--- config.mk ---
export PLATFORM = sky130hd
export DESIGN_NAME = mem_access_stage
export DESIGN_NICKNAME = d
export VERILOG_FILES = /design/src/rtl/mem_access_stage.sv
export SDC_FILE = /design/constraint.sdc
export NUM_CORES = 1
export LEC_CHECK = 0
export BUFFER_PORTS_ARGS = -buffer_cell sky130_fd_sc_hd__buf_2
export CAP_MARGIN = 25
export CORE_UTILIZATION = 42
export CTS_CLUSTER_SIZE = 25
export DETAILED_ROUTE_END_ITERATION = 10
export MAX_ROUTING_LAYER = met4
export PLACE_DENSITY = 0.72
export SYNTH_ARGS = -nofsm -noshare
export SYNTH_HDL_FRONTEND = slang
export SYNTH_SLANG_ARGS = --single-unit
--- constraint.sdc ---
create_clock -name Clk -period 1.9 [get_ports Clk]
set_clock_uncertainty 0.1 [all_clocks]
set_input_delay 0.475 -clock Clk [delete_from_list [all_inputs] [get_ports Clk]]
set_output_delay 0.475 -clock Clk [all_outputs]
set_load 0.03 [all_outputs]
--- src/rtl/mem_access_stage.sv ---
// mem_access_stage: MEM pipeline stage; runs loads/stores on a req/ack data port and fills MEM/WB.
// Latency: non-memory ops 1 cycle; memory ops 1 + N cycles (N = ACCESS cycles up to ack, TIMEOUT on abort).
// Backpressure: Stall is high for the whole ACCESS phase and upstream holds EX/MEM; input is taken only in IDLE.
// Optional feature: define MEM_ALIGN_CHECK_EN to retire misaligned memory ops with OutMisalign instead of accessing.
module mem_access_stage #(
    parameter int TIMEOUT = 16,
    parameter int CNT_W   = 5
) (
    input  logic        Clk,
    input  logic        Reset,
    input  logic        InValid,
    input  logic        MemRead,
    input  logic        MemWrite,
    input  logic        RegWrite,
    input  logic        MemtoReg,
    input  logic [31:0] ALUResult,
    input  logic [31:0] ReadData2,
    input  logic [4:0]  WriteReg,
    output logic        Stall,
    output logic        mem_req,
    output logic        mem_we,
    output logic [31:0] mem_addr,
    output logic [31:0] mem_wdata,
    input  logic        mem_ack,
    input  logic [31:0] mem_rdata,
    output logic        OutValid,
    output logic        OutRegWrite,
    output logic        OutMemtoReg,
    output logic [31:0] OutReadData,
    output logic [31:0] OutALUResult,
    output logic [4:0]  OutWriteReg,
    output logic        OutBusErr,
    output logic        OutMisalign
);

    typedef enum logic {
        S_IDLE   = 1'b0,
        S_ACCESS = 1'b1
    } state_t;

    localparam logic [CNT_W-1:0] LP_CNT_LAST = CNT_W'(TIMEOUT - 1);

    state_t           r_state;
    state_t           w_next_state;
    logic [CNT_W-1:0] r_cnt;

    // Instruction fields held while the access is outstanding.
    logic             r_hold_read;
    logic             r_hold_regwrite;
    logic             r_hold_memtoreg;
    logic [31:0]      r_hold_alu;
    logic [4:0]       r_hold_wreg;

    logic             w_is_memop;
    logic             w_misalign;
    logic             w_start;
    logic             w_timeout;
    logic             w_finish;

    assign w_is_memop = InValid & (MemRead | MemWrite);

`ifdef MEM_ALIGN_CHECK_EN
    assign w_misalign = w_is_memop & (ALUResult[1:0] != 2'b00);
`else
    assign w_misalign = 1'b0;
`endif

    assign w_start   = (r_state == S_IDLE) & w_is_memop & ~w_misalign;
    assign w_timeout = (r_cnt == LP_CNT_LAST);
    // An ack in the timeout cycle still counts as a normal completion.
    assign w_finish  = (r_state == S_ACCESS) & (mem_ack | w_timeout);
    assign Stall     = (r_state == S_ACCESS);

    // State register.
    always_ff @(posedge Clk) begin
        if (Reset) begin
            r_state <= S_IDLE;
        end else begin
            r_state <= w_next_state;
        end
    end

    // Next-state: enter ACCESS on an aligned memory op, leave on ack or timeout.
    always_comb begin
        w_next_state = r_state;
        case (r_state)
            S_IDLE:   if (w_start)  w_next_state = S_ACCESS;
            S_ACCESS: if (w_finish) w_next_state = S_IDLE;
        endcase
    end

    // Memory port, timeout counter and holding registers.
    always_ff @(posedge Clk) begin
        if (Reset) begin
            r_cnt           <= '0;
            mem_req         <= 1'b0;
            mem_we          <= 1'b0;
            mem_addr        <= '0;
            mem_wdata       <= '0;
            r_hold_read     <= 1'b0;
            r_hold_regwrite <= 1'b0;
            r_hold_memtoreg <= 1'b0;
            r_hold_alu      <= '0;
            r_hold_wreg     <= '0;
        end else if (w_start) begin
            r_cnt           <= '0;
            mem_req         <= 1'b1;
            mem_we          <= MemWrite;
            mem_addr        <= {ALUResult[31:2], 2'b00};
            mem_wdata       <= ReadData2;
            r_hold_read     <= MemRead;
            r_hold_regwrite <= RegWrite;
            r_hold_memtoreg <= MemtoReg;
            r_hold_alu      <= ALUResult;
            r_hold_wreg     <= WriteReg;
        end else if (r_state == S_ACCESS) begin
            if (w_finish) begin
                mem_req <= 1'b0;
            end else begin
                r_cnt <= r_cnt + CNT_W'(1);
            end
        end
    end

    // MEM/WB register: bubble by default, retire on pass-through, misalign, ack or timeout.
    always_ff @(posedge Clk) begin
        if (Reset) begin
            OutValid     <= 1'b0;
            OutRegWrite  <= 1'b0;
            OutMemtoReg  <= 1'b0;
            OutReadData  <= '0;
            OutALUResult <= '0;
            OutWriteReg  <= '0;
            OutBusErr    <= 1'b0;
            OutMisalign  <= 1'b0;
        end else begin
            OutValid     <= 1'b0;
            OutRegWrite  <= 1'b0;
            OutMemtoReg  <= 1'b0;
            OutReadData  <= '0;
            OutALUResult <= '0;
            OutWriteReg  <= '0;
            OutBusErr    <= 1'b0;
            OutMisalign  <= 1'b0;
            if (r_state == S_IDLE) begin
                if (InValid & ~w_start) begin
                    OutValid     <= 1'b1;
                    OutRegWrite  <= RegWrite & ~w_misalign;
                    OutMemtoReg  <= MemtoReg;
                    OutALUResult <= ALUResult;
                    OutWriteReg  <= WriteReg;
                    OutMisalign  <= w_misalign;
                end
            end else if (w_finish) begin
                OutValid     <= 1'b1;
                OutRegWrite  <= r_hold_regwrite & mem_ack;
                OutMemtoReg  <= r_hold_memtoreg;
                OutALUResult <= r_hold_alu;
                OutWriteReg  <= r_hold_wreg;
                OutReadData  <= (mem_ack & r_hold_read) ? mem_rdata : 32'h0;
                OutBusErr    <= ~mem_ack;
            end
        end
    end

endmodule

==> results of run 1 <==
layer usage:
metal  global-route usage  vias to the layer above  wire length [µm]
met5                    -                        -                 0
met4               0.0762                        0               221
met3               0.0738                       18              1090
met2                0.355                      210              6940
met1                0.221                     2256              5530
li1                     -                     2350                 -
sequential cells by signal (all words and copies together), names as in the netlist, 5 cells and up:
signal	cells
OutWriteReg	5
r_hold_alu	32
OutALUResult	32
OutReadData	32
r_cnt	5
r_hold_wreg	5
mem_wdata	32
path summary, 6_finish.rpt:
check	end	start	slack (ns)	cells after the start
setup / recovery	r_cnt[3]$_SDFFE_PP0P_	r_cnt[1]$_SDFFE_PP0P_	0.06	6
hold / removal	OutReadData[21]$_SDFF_PP0_	mem_rdata[21]	0.16	2
setup reg to reg	r_cnt[3]$_SDFFE_PP0P_	r_cnt[1]$_SDFFE_PP0P_	0.06	6
hold reg to reg	r_hold_read$_SDFFE_PP0P_	r_hold_read$_SDFFE_PP0P_	0.35	2
what timing repair did:
action	CTS	global route
endpoints found under the setup margin	1	3
pin swaps	1	1
resized for setup	0	1
metrics by stage:
step / TNS, ns / total power, mW
after floorplan: 0 / 4.00
after global placement: 0 / 4.25
after detailed placement: -0.0233 / 4.27
after CTS: 0 / 8.10
after global routing: 0 / 8.34
final: 0 / 8.03
worst register-to-register path, stage by stage (launching register included):
cell and delay (ns):
dfxtp_1 0.33, ha_2 0.17, and3_1 0.18, ha_2 0.18, or3b_4 0.37, or3_1 0.32
a21oi_1 0.12
layout make-up:
cell class,count,area (µm²),area share
Tap cell,172,215,0.0295
Sequential cell,153,3060,0.420
Multi-Input combinational cell,328,1910,0.261
Timing Repair Buffer,263,1420,0.195
Clock buffer,20,467,0.0639
Inverter,1,3.75,0.000514
Clock inverter,11,216,0.0297
Antenna cell,2,5.00,0.000686
cell families (layout without fill, tap and decap cells):
kind of cell               count (synthesis)  after routing
and+or+nand+nor                          129            129
DFF                                      153            153
other                                      1              5
buffers and inverters                     85            295
AOI/OAI and AO/OA                        192            192
xor gates and xnor gates                   2              2
adders and majority gates                  2              2
layout by cell type, fill, tap and decap left out, drive strengths merged:
master	synthesis	final
nand2b	1	1
nand3	72	72
clkbuf	29	20
clkinv	0	4
a32o	1	1
conb	1	3
nor2	4	4
inv	1	2
xnor2	2	2
o21ai	73	73
nor3b	1	1
or3	1	1
a22o	38	38
nand2	6	6
nor3	1	1
and3	2	2
nor4bb	1	1
buf	55	263
a211oi	1	1
nor2b	2	2
o21a	1	1
a21oi	77	77
dfxtp	153	153
a21o	1	1
ha	2	2
diode	0	2
and2b	1	1
and2	32	32
nand3b	2	2
or2	2	2
bufinv	0	6
or3b	1	1
report_power, final:
group / internal [mW] / switching, mW / leakage (nW)
Clock: 2.57 / 1.26 / 0.336
Sequential: 3.33 / 0.0600 / 1.24
Combinational: 0.281 / 0.536 / 1.82
Total: 6.17 / 1.86 / 3.41
==> results.md, run 1 <==
* Status: finished clean
* First-pass GRT wire length at 21,000 µm
* Vias after detailed routing at roughly 4,800
* Yosys cell types at 31
* Critical Path Sink Type: flip-flop
* Crit path cell chain: ha_2 > and3_1 > ha_2 > or3b_4 > or3_1 > a21oi_1
* Total GRT Usage at 0.208
* Core ar. at 12,600 µm²
* Die X at 115 µm
* Synthesis-to-layout area growth at 35.1%
* Clock transition at path regs at ~0.060 ns
* Die area at approximately 13,000 µm²
* MaxCap Viol Count at 0
* Max incr delay on CP at 0.37 ns
* Hold Fails Final Rpt at 0
* Top cells by area, synth: dfxtp_1, a21oi_1, o21ai_0
* Number of global-route vias before repair at 4,448
* Crit path time final at 1.84 ns
* Total gr overflow at 0
* PnR worst setup slack at 0.0590 ns
* Crit Path Max Fanout at 3
* Worst endpoint required time at 2.14 ns
* Critical path class: flip-flop to flip-flop
* TritonCTS clock tree: done
* Synth Area in Adders at 0.00463
* Routed wire per std cell at 14.5 µm
* Starting Density at 0.430
* CP Buf/Inv Count at 0
* Synth warn at 0
* Number of flops mapped to enable cells by yosys at 0
* Final setup fails at 0
* Yosys top cell area share at 0.567
* TritonRoute pass-1 iters at 4
* Hold WC Path Type: primary input to flip-flop
* Post-CTS setup buffers at 0
* Hpwl dp at 9280 µm
* Flops & latches, synth at 153
* Synth Cell Area at approximately 5400 µm²
* Layout Cells excl Fill at 950
* Cts hold-fix bufs at 0
* Final Slew Violations at 0
* Largest family of logic cells by synthesized area: compound AO/OA/AOI/OAI gates
* Die Y at between 100 and 150 µm
* Syn avg cell area at 9.58 µm²
* Routability cong. at 0.851
* Final period utilization at 0.969
* CP max stage cell: or3b_4
* Commonest cells in the netlist: dfxtp_1, a21oi_1, o21ai_0
* Cells after DPL at 917
* Post-Synth XOR/XNOR Area at 0.00324
* Arr. time, crit path at 2.08 ns
* PortBufs at 246
* Fmax at about 540 MHz
* Biggest area consumer among synthesized cells: dfxtp_1
* Hold_ws at 0.161 ns
* Compound-gate portion of the synthesized area at 0.207
* PwrDens at roughly 1100 nW/µm²
* Most numerous cell in the Yosys netlist: dfxtp_1
* Seq/Total Area, Yosys at 0.567
* Dpl ws at -0.0233 ns
* Share of layout cells above drive strength 1 at 0.390
* Via density per instance at between 5 and 6
* Cells after Synth at 564
* Final core utilization at 0.581
* Cell family with most CP delay: simple AND/OR/NAND/NOR gates
* Initial antenna violation count at 2
* CTS H-tree lvls at 4
* Static leakage at between 3 and 4 nW
* Fillers at 1,057
* Routed WL at 13,800 µm
* Critical Path Start Type: flip-flop
* Multiplexer share of the synthesized area at 0
* Most frequent CP cell: ha_2
* VDD IR max at 0.462 mV
* Final ANT Viol Nets at 0
* # IOs at 250
* Primary FF master, synth: dfxtp_1
* Ys async rst share at 0
* Clock Latency Late Sink at 0.41 ns
* Core Rows at 41
* Initial DRC Count at 314
* Pin count of the biggest net entering global routing at 72
* CTS sink count at about 150
* Clk root buf: clkbuf_16
* Post-route cell area at 7300 µm²
* Post-Synth Simple-Gate Area at 0.132
* # DRC at 0
* Area after DPL at 6610 µm²
* RSZ-0062 raised after global routing: false
* Final #Nets at 875
* TritonCTS buffer count at 17
* Max clock buf depth at 2
Power figures use the tool's default switching activity.
==> inputs of run 2 (changes only) <==
--- a/config.mk
+++ b/config.mk
@@ -7,6 +7,7 @@
 export LEC_CHECK = 0
 export BUFFER_PORTS_ARGS = -buffer_cell sky130_fd_sc_hd__buf_2
 export CAP_MARGIN = 25
+export CORE_ASPECT_RATIO = 0.6
 export CORE_UTILIZATION = 42
 export CTS_CLUSTER_SIZE = 25
 export DETAILED_ROUTE_END_ITERATION = 10
==> constraint.sdc (replaced) <==
create_clock -name Clk -period 1.69 [get_ports Clk]
set_clock_uncertainty 0.1 [all_clocks]
set_input_delay 0.4225 -clock Clk [delete_from_list [all_inputs] [get_ports Clk]]
set_output_delay 0.4225 -clock Clk [all_outputs]
set_load 0.03 [all_outputs]
==> results.md, run 2 (same netlist as run 1, synthesis figures left out) <==
* Max incr delay on CP at between 0.3 and 0.4 ns
* Pin count of the biggest net entering global routing at 64
* Commonest cells after routing, fill and taps aside: buf_2, dfxtp_1, a21oi_1, nand3_1, o21ai_0
* Max clock buf depth at 2
* Number of global-route vias before repair at roughly 4,600
* Hold WC Path Type: primary input to flip-flop
* Setup_tns at -4.43 ns
* Total gr overflow at 0
* PwrDens at 1160 nW/µm²
* Power, Total at about 8.7 mW
* Synthesis-to-layout area growth at 38.4%
* RSZ-0062 raised after global routing: true
* Final period utilization at 1.08
* Final ANT Viol Nets at 0
* Core Rows at 31
* Area after DPL at 6720 µm²
* TritonCTS clock tree: done
* Failing checks: negative setup slack
* Critical Path Sink Type: flip-flop
* Core ar. at 12,300 µm²
* Dpl ws at -0.138 ns
* Final setup fails at 44
* Clock Latency Late Sink at 0.41 ns
* Crit Path Max Fanout at 2
* CTS sink count at about 150
* Final Slew Violations at 0
* Routed wire per std cell at 16.4 µm
* Initial DRC Count at between 200 and 300
* Critical path class: flip-flop to flip-flop
* # IOs at 250
* Final core utilization at 0.608
* Layout Cells excl Fill at 951
* TritonRoute pass-1 iters at 5
* Clock transition at path regs at about 0.070 ns
* Most frequent CP cell: ha_4
* Static leakage at 3.46 nW
* PnR worst setup slack at -0.138 ns
* Final #Nets at 884
* Cell family with most CP delay: simple AND/OR/NAND/NOR gates
* Status: finished, violations left
* MaxCap Viol Count at 0
* Fmax at ~550 MHz
* VDD IR max at 0.691 mV
* Total GRT Usage at 0.231
* Die area at 13,300 µm²
* Crit path time final at about 1.8 ns
* Clk root buf: clkbuf_16
* Cells after DPL at roughly 910
* Die Y at 89.8 µm
* Hold Fails Final Rpt at 0
* ANT cells at 0
* Crit path cell chain: ha_4 > and3_4 > ha_4 > or3b_4 > or3_4 > a21oi_2
* Die X at 148 µm
* Vias after detailed routing at 4,930
* PortBufs at 246
* Critical Path Start Type: flip-flop
* First-pass GRT wire length at 23,500 µm
* Commonest non-fill, non-tap cell in the layout: buf_2
* # DRC at 0
* Hold_ws at 0.107 ns
* CP Buf/Inv Count at 0
* Hpwl dp at slightly above 10,000 µm
* Share of layout cells above drive strength 1 at 0.411
* Via density per instance at ~5.2
* Routability cong. at around 0.8
* Routed WL at between 15,000 and 20,000 µm
* CP max stage cell: or3b_4
* Worst endpoint required time at between 1.5 and 2 ns
* TritonCTS buffer count at 17
* Starting Density at 0.439
* CTS H-tree lvls at 4
* Initial antenna violation count at 0
* Arr. time, crit path at about 2.1 ns
* Post-route cell area at 7480 µm²
run 2: cell types whose count changed in the layout (fill, tap and decap cells not counted), moves of 3 or more:
cell / delta
buf_6: +3
inv_6: +4
bufinv_16: -4
dfxtp_2: +3
buf_4: -3
buf_12: +6
inv_8: +4
clkbuf_8: -3
dfxtp_1: -3
run 2: path summary, 6_finish.rpt:
path	from	to	slack, ns	cells past startpoint
worst max register to register	r_cnt[0]$_SDFFE_PP0P_	r_cnt[3]$_SDFFE_PP0P_	-0.14	6
worst max-delay path	r_cnt[0]$_SDFFE_PP0P_	r_cnt[3]$_SDFFE_PP0P_	-0.14	6
worst min register to register	r_hold_read$_SDFFE_PP0P_	r_hold_read$_SDFFE_PP0P_	0.36	2
worst min-delay path	mem_rdata[16]	OutReadData[16]$_SDFF_PP0_	0.11	2
run 2: report_power, final:
part           internal, mW  switching [mW]
Sequential             3.74          0.0694
Combinational         0.353           0.629
Clock                  2.24            1.62
Total                  6.33            2.32
run 2: metal layers:
metal | vias up | routed length [µm] | track usage | part of all wire
met3 | 17 | 1000 | 0.0548 | 0.064
li1 | 2370 | - | - | -
met2 | 201 | 7510 | 0.378 | 0.48
met5 | - | 0 | - | 0
met4 | 0 | 175 | 0.0662 | 0.011
met1 | 2342 | 6930 | 0.283 | 0.44
run 2: layout make-up:
class / count / area, µm²
inverter: 1 / 3.75
multi-input combinational: 328 / 1970
tap: 165 / 206
timing repair buffer: 272 / 1630
fill: 1013 / 4820
clock inverter: 15 / 178
clock buffer: 17 / 425
sequential: 153 / 3070
run 2: what timing repair did:
action | in CTS | in global routing
gates cloned | 1 | 3
hold buffers | 0 | 0
endpoints found under the setup margin | 45 | 46
pin swaps | 5 | 5
gates resized for setup | 7 | 7
buffers inserted | 1 | 0
